===== config.mk =====
export PLATFORM = sky130hd
export DESIGN_NAME = fetch_prefetch_unit
export DESIGN_NICKNAME = d
export VERILOG_FILES = /design/src/rtl/fetch_prefetch_unit_pkg.sv /design/src/rtl/fetch_prefetch_unit_fifo.sv /design/src/rtl/fetch_prefetch_unit.sv
export SDC_FILE = /design/constraint.sdc
export NUM_CORES = 1
export LEC_CHECK = 0
export ABC_AREA = 1
export CAP_MARGIN = 20
export CORE_MARGIN = 4
export CORE_UTILIZATION = 55
export CTS_CLUSTER_SIZE = 24
export DETAILED_ROUTE_END_ITERATION = 16
export GPL_ROUTABILITY_DRIVEN = 0
export GPL_TIMING_DRIVEN = 0
export PLACE_DENSITY = 0.78
export SLEW_MARGIN = 20
export SYNTH_ARGS = -nofsm -noshare
export SYNTH_HDL_FRONTEND = slang
export SYNTH_SLANG_ARGS = --single-unit

===== constraint.sdc =====
create_clock -name clk -period 4.59 [get_ports clk]
set_input_delay 0.459 -clock clk [delete_from_list [all_inputs] [get_ports clk]]
set_output_delay 0.459 -clock clk [all_outputs]
set_load 0.005 [all_outputs]

===== src/rtl/fetch_prefetch_unit_pkg.sv =====
// Shared constants and helpers for the instruction-fetch front end.
package fetch_prefetch_unit_pkg;

  localparam int PC_STEP = 4;

  // Occupancy/credit counters must be able to hold the value DEPTH itself.
  function automatic int cnt_width(input int depth);
    return $clog2(depth) + 1;
  endfunction

endpackage


===== src/rtl/fetch_prefetch_unit_fifo.sv =====
// Show-ahead synchronous FIFO holding {pc, instruction} pairs; flush empties it in one cycle.
module fetch_prefetch_unit_fifo
  import fetch_prefetch_unit_pkg::*;
#(
  parameter int WIDTH = 64,
  parameter int DEPTH = 4
) (
  input  logic                        clk,
  input  logic                        rst_n,
  input  logic                        push,
  input  logic [WIDTH-1:0]            push_data,
  input  logic                        pop,
  input  logic                        flush,
  output logic [cnt_width(DEPTH)-1:0] count,
  output logic [WIDTH-1:0]            head_data
);

  localparam int AW = $clog2(DEPTH);
  localparam int CW = cnt_width(DEPTH);

  logic [WIDTH-1:0] mem [DEPTH];
  logic [AW-1:0]    wr_ptr;
  logic [AW-1:0]    rd_ptr;

  // Storage is not reset; readers qualify the head with a non-zero count.
  always_ff @(posedge clk) begin
    if (push) mem[wr_ptr] <= push_data;
  end

  always_ff @(posedge clk or negedge rst_n) begin
    if (!rst_n) begin
      wr_ptr <= '0;
      rd_ptr <= '0;
      count  <= '0;
    end else if (flush) begin
      wr_ptr <= '0;
      rd_ptr <= '0;
      count  <= '0;
    end else begin
      if (push) wr_ptr <= wr_ptr + AW'(1);
      if (pop)  rd_ptr <= rd_ptr + AW'(1);
      count <= count + CW'(push) - CW'(pop);
    end
  end

  assign head_data = mem[rd_ptr];

endmodule


===== src/rtl/fetch_prefetch_unit.sv =====
// Fetch front end: PC generation, req/gnt/rvalid credit tracking, redirect squash, prefetch FIFO.
module fetch_prefetch_unit
  import fetch_prefetch_unit_pkg::*;
#(
  parameter int              XLEN     = 32,
  parameter int              DEPTH    = 4,
  parameter logic [XLEN-1:0] RESET_PC = '0
) (
  input  logic            clk,
  input  logic            rst,
  input  logic            redirect_i,
  input  logic [XLEN-1:0] redirect_pc_i,
  output logic            imem_req_o,
  output logic [XLEN-1:0] imem_addr_o,
  input  logic            imem_gnt_i,
  input  logic            imem_rvalid_i,
  input  logic [31:0]     imem_rdata_i,
  output logic            instr_valid_o,
  output logic [31:0]     instr_o,
  output logic [XLEN-1:0] instr_pc_o,
  input  logic            instr_ready_i
);

  localparam int              CW        = cnt_width(DEPTH);
  localparam logic [CW:0]     DEPTH_EXT = (CW+1)'(DEPTH);
  localparam logic [XLEN-1:0] STEP      = XLEN'(PC_STEP);

  logic [XLEN-1:0]    fetch_pc;
  logic [XLEN-1:0]    resp_pc;
  logic [XLEN-1:0]    target_pc;
  logic [CW-1:0]      outstanding;
  logic [CW-1:0]      discard;
  logic [CW-1:0]      count;
  logic [XLEN+31:0]   head_data;
  logic               handshake;
  logic               rsp_keep;
  logic               rsp_drop;
  logic               push;
  logic               pop;

  // Two credits: FIFO room for every live request, and a bound on all responses still owed.
  assign imem_req_o  = rst && !redirect_i
                       && (({1'b0, count} + {1'b0, outstanding}) < DEPTH_EXT)
                       && (({1'b0, outstanding} + {1'b0, discard}) < DEPTH_EXT);
  assign imem_addr_o = fetch_pc;
  assign handshake   = imem_req_o && imem_gnt_i;

  // Squashed responses drain first; rvalid with nothing owed is ignored.
  assign rsp_drop  = imem_rvalid_i && (discard != '0);
  assign rsp_keep  = imem_rvalid_i && (discard == '0) && (outstanding != '0);
  assign push      = rsp_keep && !redirect_i;
  assign pop       = instr_valid_o && instr_ready_i && !redirect_i;
  assign target_pc = redirect_pc_i & ~XLEN'(3);

  always_ff @(posedge clk or negedge rst) begin
    if (!rst) begin
      fetch_pc    <= RESET_PC;
      resp_pc     <= RESET_PC;
      outstanding <= '0;
      discard     <= '0;
    end else if (redirect_i) begin
      // Every response still owed, minus the one arriving now, becomes a discard.
      fetch_pc    <= target_pc;
      resp_pc     <= target_pc;
      outstanding <= '0;
      discard     <= discard + outstanding - CW'(rsp_drop) - CW'(rsp_keep);
    end else begin
      if (handshake) fetch_pc <= fetch_pc + STEP;
      if (rsp_keep)  resp_pc  <= resp_pc + STEP;
      outstanding <= outstanding + CW'(handshake) - CW'(rsp_keep);
      discard     <= discard - CW'(rsp_drop);
    end
  end

  fetch_prefetch_unit_fifo #(
    .WIDTH (XLEN + 32),
    .DEPTH (DEPTH)
  ) u_fifo (
    .clk       (clk),
    .rst_n     (rst),
    .push      (push),
    .push_data ({resp_pc, imem_rdata_i}),
    .pop       (pop),
    .flush     (redirect_i),
    .count     (count),
    .head_data (head_data)
  );

  assign instr_valid_o = (count != '0);
  assign instr_o       = instr_valid_o ? head_data[31:0] : '0;
  assign instr_pc_o    = instr_valid_o ? head_data[XLEN+31:32] : '0;

endmodule


After elaboration in Yosys (flattened, before gate mapping)
Memory sizes are Yosys's and may differ from the RTL's. Cells that the tools add are included.

Reductions and logical operators: 19. Multiplexer cells: 15. $add $sub $neg: 14. $lt $le $gt $ge: 2.

Operators by type and width (count): $mux 32 (6); $add 32x3->32 const B (2); $sub 3x1->3 (5); $logic_and 1x1->1 (10); $mux 3 (3); $reduce_bool 3->1 (3); $add 3x3->4 (2); $lt 4x3->1 const B (2); $mux 2 (4); $reduce_bool 2->1 (4); $add 3x1->3 (2); $add 2x1->2 const B (2); $add 3x3->3 (1); $logic_not 3->1 (1); $mux 1 (2); $logic_not 1->1 (1).

Flip-flop bits (word level): 77. Input port bits: 70. Memories: 1. Logic and storage cells: 58. Bits in writable memories: 256.

Memory list: u_fifo.mem (depth 4, width 64, rd ports 1, clocked after memory_dff 0, write ports 1, line fetch_prefetch_unit_fifo.sv:21) `logic [WIDTH-1:0] mem [DEPTH];`.

Logic depth before layout (Yosys ltp)
Depth in word-level cells: 8. Mapped depth: 14. Depth with buffers taken out: 14.

Modules after synthesis
A second synthesis with hierarchy kept.

Cells, all modules: 1684. Area, all modules: 15980.3 um^2.

By module, submodules not included: fetch_prefetch_unit_fifo (area each 10649.0 um^2, cells an instance 798, instances 1); fetch_prefetch_unit (area each 5331.4 um^2, cells an instance 886, instances 1).

Worst setup path before layout
OpenSTA, ideal clock, no wires.

Path type: register to register. Start: register discard[0]. End: memory u_fifo.mem[0][0], enable pin. Data required time: 4108 ps. Slack: 461 ps. Data arrival time: 3646 ps. Setup time: 482 ps. Path buffers: 0. Cell stages (with the launch flop): 6. Period minus slack after synthesis: 4129 ps. Cells stage by stage: dfrtp_1 -> nor3_2 -> nand2_1 -> nor2_1 -> nand2_1 -> nor2_1.

Word-level cells in the longest chain between the ends: 6.

Ends and longest elaborated chain: start: declaration (line fetch_prefetch_unit.sv:32) `logic [CW-1:0] discard;`; start signal: assignment (line fetch_prefetch_unit.sv:66) `discard <= discard + outstanding - CW'(rsp_drop) - CW'(rsp_keep);`; start signal: assignment (line fetch_prefetch_unit.sv:71) `discard <= discard - CW'(rsp_drop);`; $logic_not 3->1 (line fetch_prefetch_unit.sv:50) `assign rsp_keep = imem_rvalid_i && (discard == '0) && (outstanding != '0);`; $logic_and 1x1->1 (2 in a row) (line fetch_prefetch_unit.sv:50); $logic_and 1x1->1 (line fetch_prefetch_unit.sv:51) `assign push = rsp_keep && !redirect_i;`; $mux 1 (line fetch_prefetch_unit_fifo.sv:27) `if (push) mem[wr_ptr] <= push_data;`; $mux 1 (implied by the code) (line fetch_prefetch_unit_fifo.sv:27); end: declaration (line fetch_prefetch_unit_fifo.sv:21).

No other way between the ends.

Worst setup path in the final report
Start: register u_fifo.rd_ptr[0]. End: output port instr_pc_o[12].

Word-level cells in the longest chain between the ends: 2.

Ends and longest elaborated chain: start: declaration (line fetch_prefetch_unit_fifo.sv:23) `logic [AW-1:0] rd_ptr;`; start signal: assignment (line fetch_prefetch_unit_fifo.sv:41) `if (pop) rd_ptr <= rd_ptr + AW'(1);`; $mem_v2 4x64; $mux 32 (line fetch_prefetch_unit.sv:91) `assign instr_pc_o = instr_valid_o ? head_data[XLEN+31:32] : '0;`; end: declaration (line fetch_prefetch_unit.sv:20) `output logic [XLEN-1:0] instr_pc_o,`.

No other way between the ends.

==> summary.md <==
The flow ran to the end, and the final reports show no timing, DRC or antenna violations. Counting flops and latches in the post-synthesis netlist gives 321. Once the clock tree was built, the setup fixing pass inserted 0 buffers. Clock-pin slew was measured on the worst setup and hold paths at 0.06 ns.

The floorplan core area is 26280 um^2. The routed layout has 11830 vias. From left edge to right edge, the die measures 172.3 um. The repair_antennas step left the layout with diodes totalling 0. Global routing finished with a remaining overflow of 0. Counting stages on the worst path, the most repeated cell is buf_2.

Counting every sink on the clock net gives 321. Path category of the worst min-delay check: input pin to async pin. The number of port buffers came out at 161. The number of global-route vias before repair is 11630. For this configuration, the core starts out at a cell density of 56.47%. Power spread over the standard cell area amounts to 486.9 nW/um^2. The number of hold buffers added after CTS was 1.

The worst path uses 76.16% of the clock period. Data arrives at the worst endpoint at 3.04 ns. The number of gates resized after CTS was 0.

Relative to the synthesized area, the layout overhead comes to 23.89%. TritonCTS built the clock tree. The die covers 29680 um^2. The tools report the number of antenna violations at the first check in global routing as 0.

The leakage power came out at 0.007102 uW. In this run the clock root is driven by a clkbuf_16. The type of the worst setup path was register to output pin. The capturing element type of the critical path was an output pin.

The H-tree was split into 2 levels. For the final routed database, the setup TNS stands at 0 ns. The critical path goes through buf_2 > inv_2 > buf_2 > clkbuf_1 > o21ai_0 > a21oi_1 > clkdlybuf4s50_1.

The worst setup path is launched from a register. Setup repair after global routing left no endpoint under its margin. On the critical path, the stage with the largest delay is an instance of clkdlybuf4s50_1. Static timing analysis puts the maximum clock frequency at 0.2861 GHz. After synthesis, flip-flops and latches occupy 62.49% of the total area.

In this run, placement finished with an instance count of 2057. The tools report the total power consumption of the routed design as 8953 uW. The tools report the critical path required time as 4.13 ns. A synthesized cell averages 9.593 um^2. VDD sags by at most 0.2414 mV. The count of maximum capacitance violations is 0, and the clock buffer count from CTS is 34. The number of buffers between clock root and the deepest sink came out at 3.

In the layout the commonest cells are nor2_1 (344), nand2_1 (327), edfxtp_1 (248), clkdlybuf4s50_1 (160), o21ai_0 (133). The count of endpoints failing hold in the final timing report is 0, and the pin slew with the least headroom to its limit is 0.7910 ns. The routed design could run at a clock period as short as 3.496 ns. Entering global routing, the biggest net connects 53 pins. Top-level I/O count: 168.

Across every metal layer, demand over resource in global routing totals 25.90%. The maximum fanout along the worst path is 10, and the count of synthesis-stage warnings from yosys is 0. For this block, wires on met1 add up to 15.17 mm. The first global-routing pass estimated 60.11 mm of wire. The post-route antenna net violation count was 0. For this run, the post-layout net count is 1852. The final HPWL from detailed placement was 26.17 mm; the tightest slew margin relative to the limit was 47.14%.

Summing all multi-input logic gate instances after layout gives 4950 um^2. The maximum clock skew at final layout was 0.03007 ns; the via count normalized by instance count was 5.578. Wire length on met3: 3.218 mm. The routed wire length is 38.34 mm. The largest single stage delay on the critical path is 0.57 ns. The run gives 1870 as the number of fillers in the final layout. The met2 wire length was 18.79 mm; the post-synthesis cell area was 14840 um^2.

Highest signal layer in the routed design: met4. Cells fill 69.96% of the core in the end. After synthesis, the netlist uses 34 different library cells. Cells with a size suffix above 1 make up 7.059% of the layout. The number of pins with negative max-slew slack in the final report was 0; the die height was 172.3 um. The number of optimization iterations in the first detailed-route pass was 5. The non-filler instance count after layout was 2120; the post-synthesis instance total was 1547.

After floorplanning, the core was divided into 59 placement rows. The detail-routed net length per standard cell is 18.09 um, and the post-route DRC violation count is 0. Setup violations remaining at the end of the flow were counted as 0.

The commonest non-fill, non-tap cell in the layout was nor2_1. The tools report the source-to-sink clock delay at the later pin of the worst-skew pair as 0.52 ns. Summing all flip-flop and latch instances after layout gives 9274 um^2. For the iteration-0 DRC count of the detailed router, the log shows 1362.
-- worst max-delay path, delay by kind of cell (launching register included) --
family | cells | cell delay [ns]
AO/OA/AOI/OAI | 2 | 0.49
buffers and inverters | 5 | 1.66
flip-flops | 1 | 0.35
-- layer usage --
metal	global-route usage (%)	vias up
li1	-	5575
met1	33.96	5543
met2	44.08	615
met3	4.275	93
met4	9.193	0
met5	0	-
-- worst paths after layout --
check | from | endpoint | slack [ns] | cells after the start
min in group clk | imem_addr_o[3]$_DFFE_PN0N_ | imem_addr_o[3]$_DFFE_PN0N_ | 0.55 | 2
setup / recovery | u_fifo.rd_ptr[0]$_DFFE_PN0P_ | instr_pc_o[12] | 1.09 | 7
hold reg to reg | imem_addr_o[3]$_DFFE_PN0N_ | imem_addr_o[3]$_DFFE_PN0N_ | 0.55 | 2
hold / removal | rst | imem_addr_o[29]$_DFFE_PN0N_ | 0.39 | 2
max in group asynchronous | rst | resp_pc[7]$_DFFE_PN0N_ | 3.59 | 3
setup reg to reg | outstanding[1]$_DFF_PN0_ | discard[2]$_DFF_PN0_ | 1.46 | 14
-- metrics by stage --
step	hold WS, ns	cell area [um^2]	setup WS (ns)
2_1_floorplan	0.1634	14850	0.4611
3_5_place_dp	0.3899	17180	1.238
6_report	0.3925	18390	1.094
3_3_place_gp	0.5262	16880	-1.902
4_1_cts	0.3793	18390	1.075
5_1_grt	0.4348	18390	0.9795
-- report_power, final --
part	switching [uW]	internal, uW	total, uW
clock network	1120	1780	2900
logic	1410	1100	2510
registers	233	3310	3540
-- layout make-up --
class	count	share of cell area [%]
clock inverters	22	1.558
flip-flops and latches	321	50.44
clock buffers	40	4.974
well taps	335	2.280
plain buffers	66	1.674
repair buffers	173	10.25
multi-input cells	1070	26.92
inverters	93	1.905
-- cells in the mapped netlist --
cell	number	area, um^2
nand4_4	1	21.27
a21oi_1	69	345.3
inv_2	6	22.52
nor2_2	4	25.02
nand4_1	5	31.28
and3_1	3	18.77
conb_1	1	3.750
ha_1	18	225.2
nand2_2	3	18.77
buf_4	5	37.54
nor2_4	4	45.04
edfxtp_1	248	7447
a31oi_1	1	6.260
nand2_4	1	11.26
nand3b_1	7	52.55
o211ai_1	4	30.03
nand3_1	99	495.5
xor2_1	14	122.6
o21ai_0	133	665.6
clkbuf_1	34	127.6
clkinv_2	1	5.000
nor3_2	2	20.02
buf_6	2	22.52
or2_2	5	31.28
buf_2	21	105.1
xnor2_1	10	87.58
dfrtp_1	73	1827
nor3_1	2	10.01
inv_1	86	322.8
buf_1	4	15.01
nor2_1	348	1306
nor3b_1	1	7.510
fa_1	5	100.1
nand2_1	327	1227
-- state kept, by name (all words and copies together) (netlist names) --
signal and flops:
discard 3, imem_addr_o 30, outstanding 3, resp_pc 30
u_fifo.count 3, u_fifo.mem 248, u_fifo.rd_ptr 2, u_fifo.wr_ptr 2
-- cell families after synthesis --
kind of cell	count (synthesis)	synth area share [%]
and+or+nand+nor	812	22.38
DFF	321	62.49
AOI/OAI and AO/OA	207	7.057
buffers and inverters	159	4.435
xor gates and xnor gates	24	1.416
adders and majority gates	23	2.192
other	1	0.02527
(Power assumes the default switching activity.)
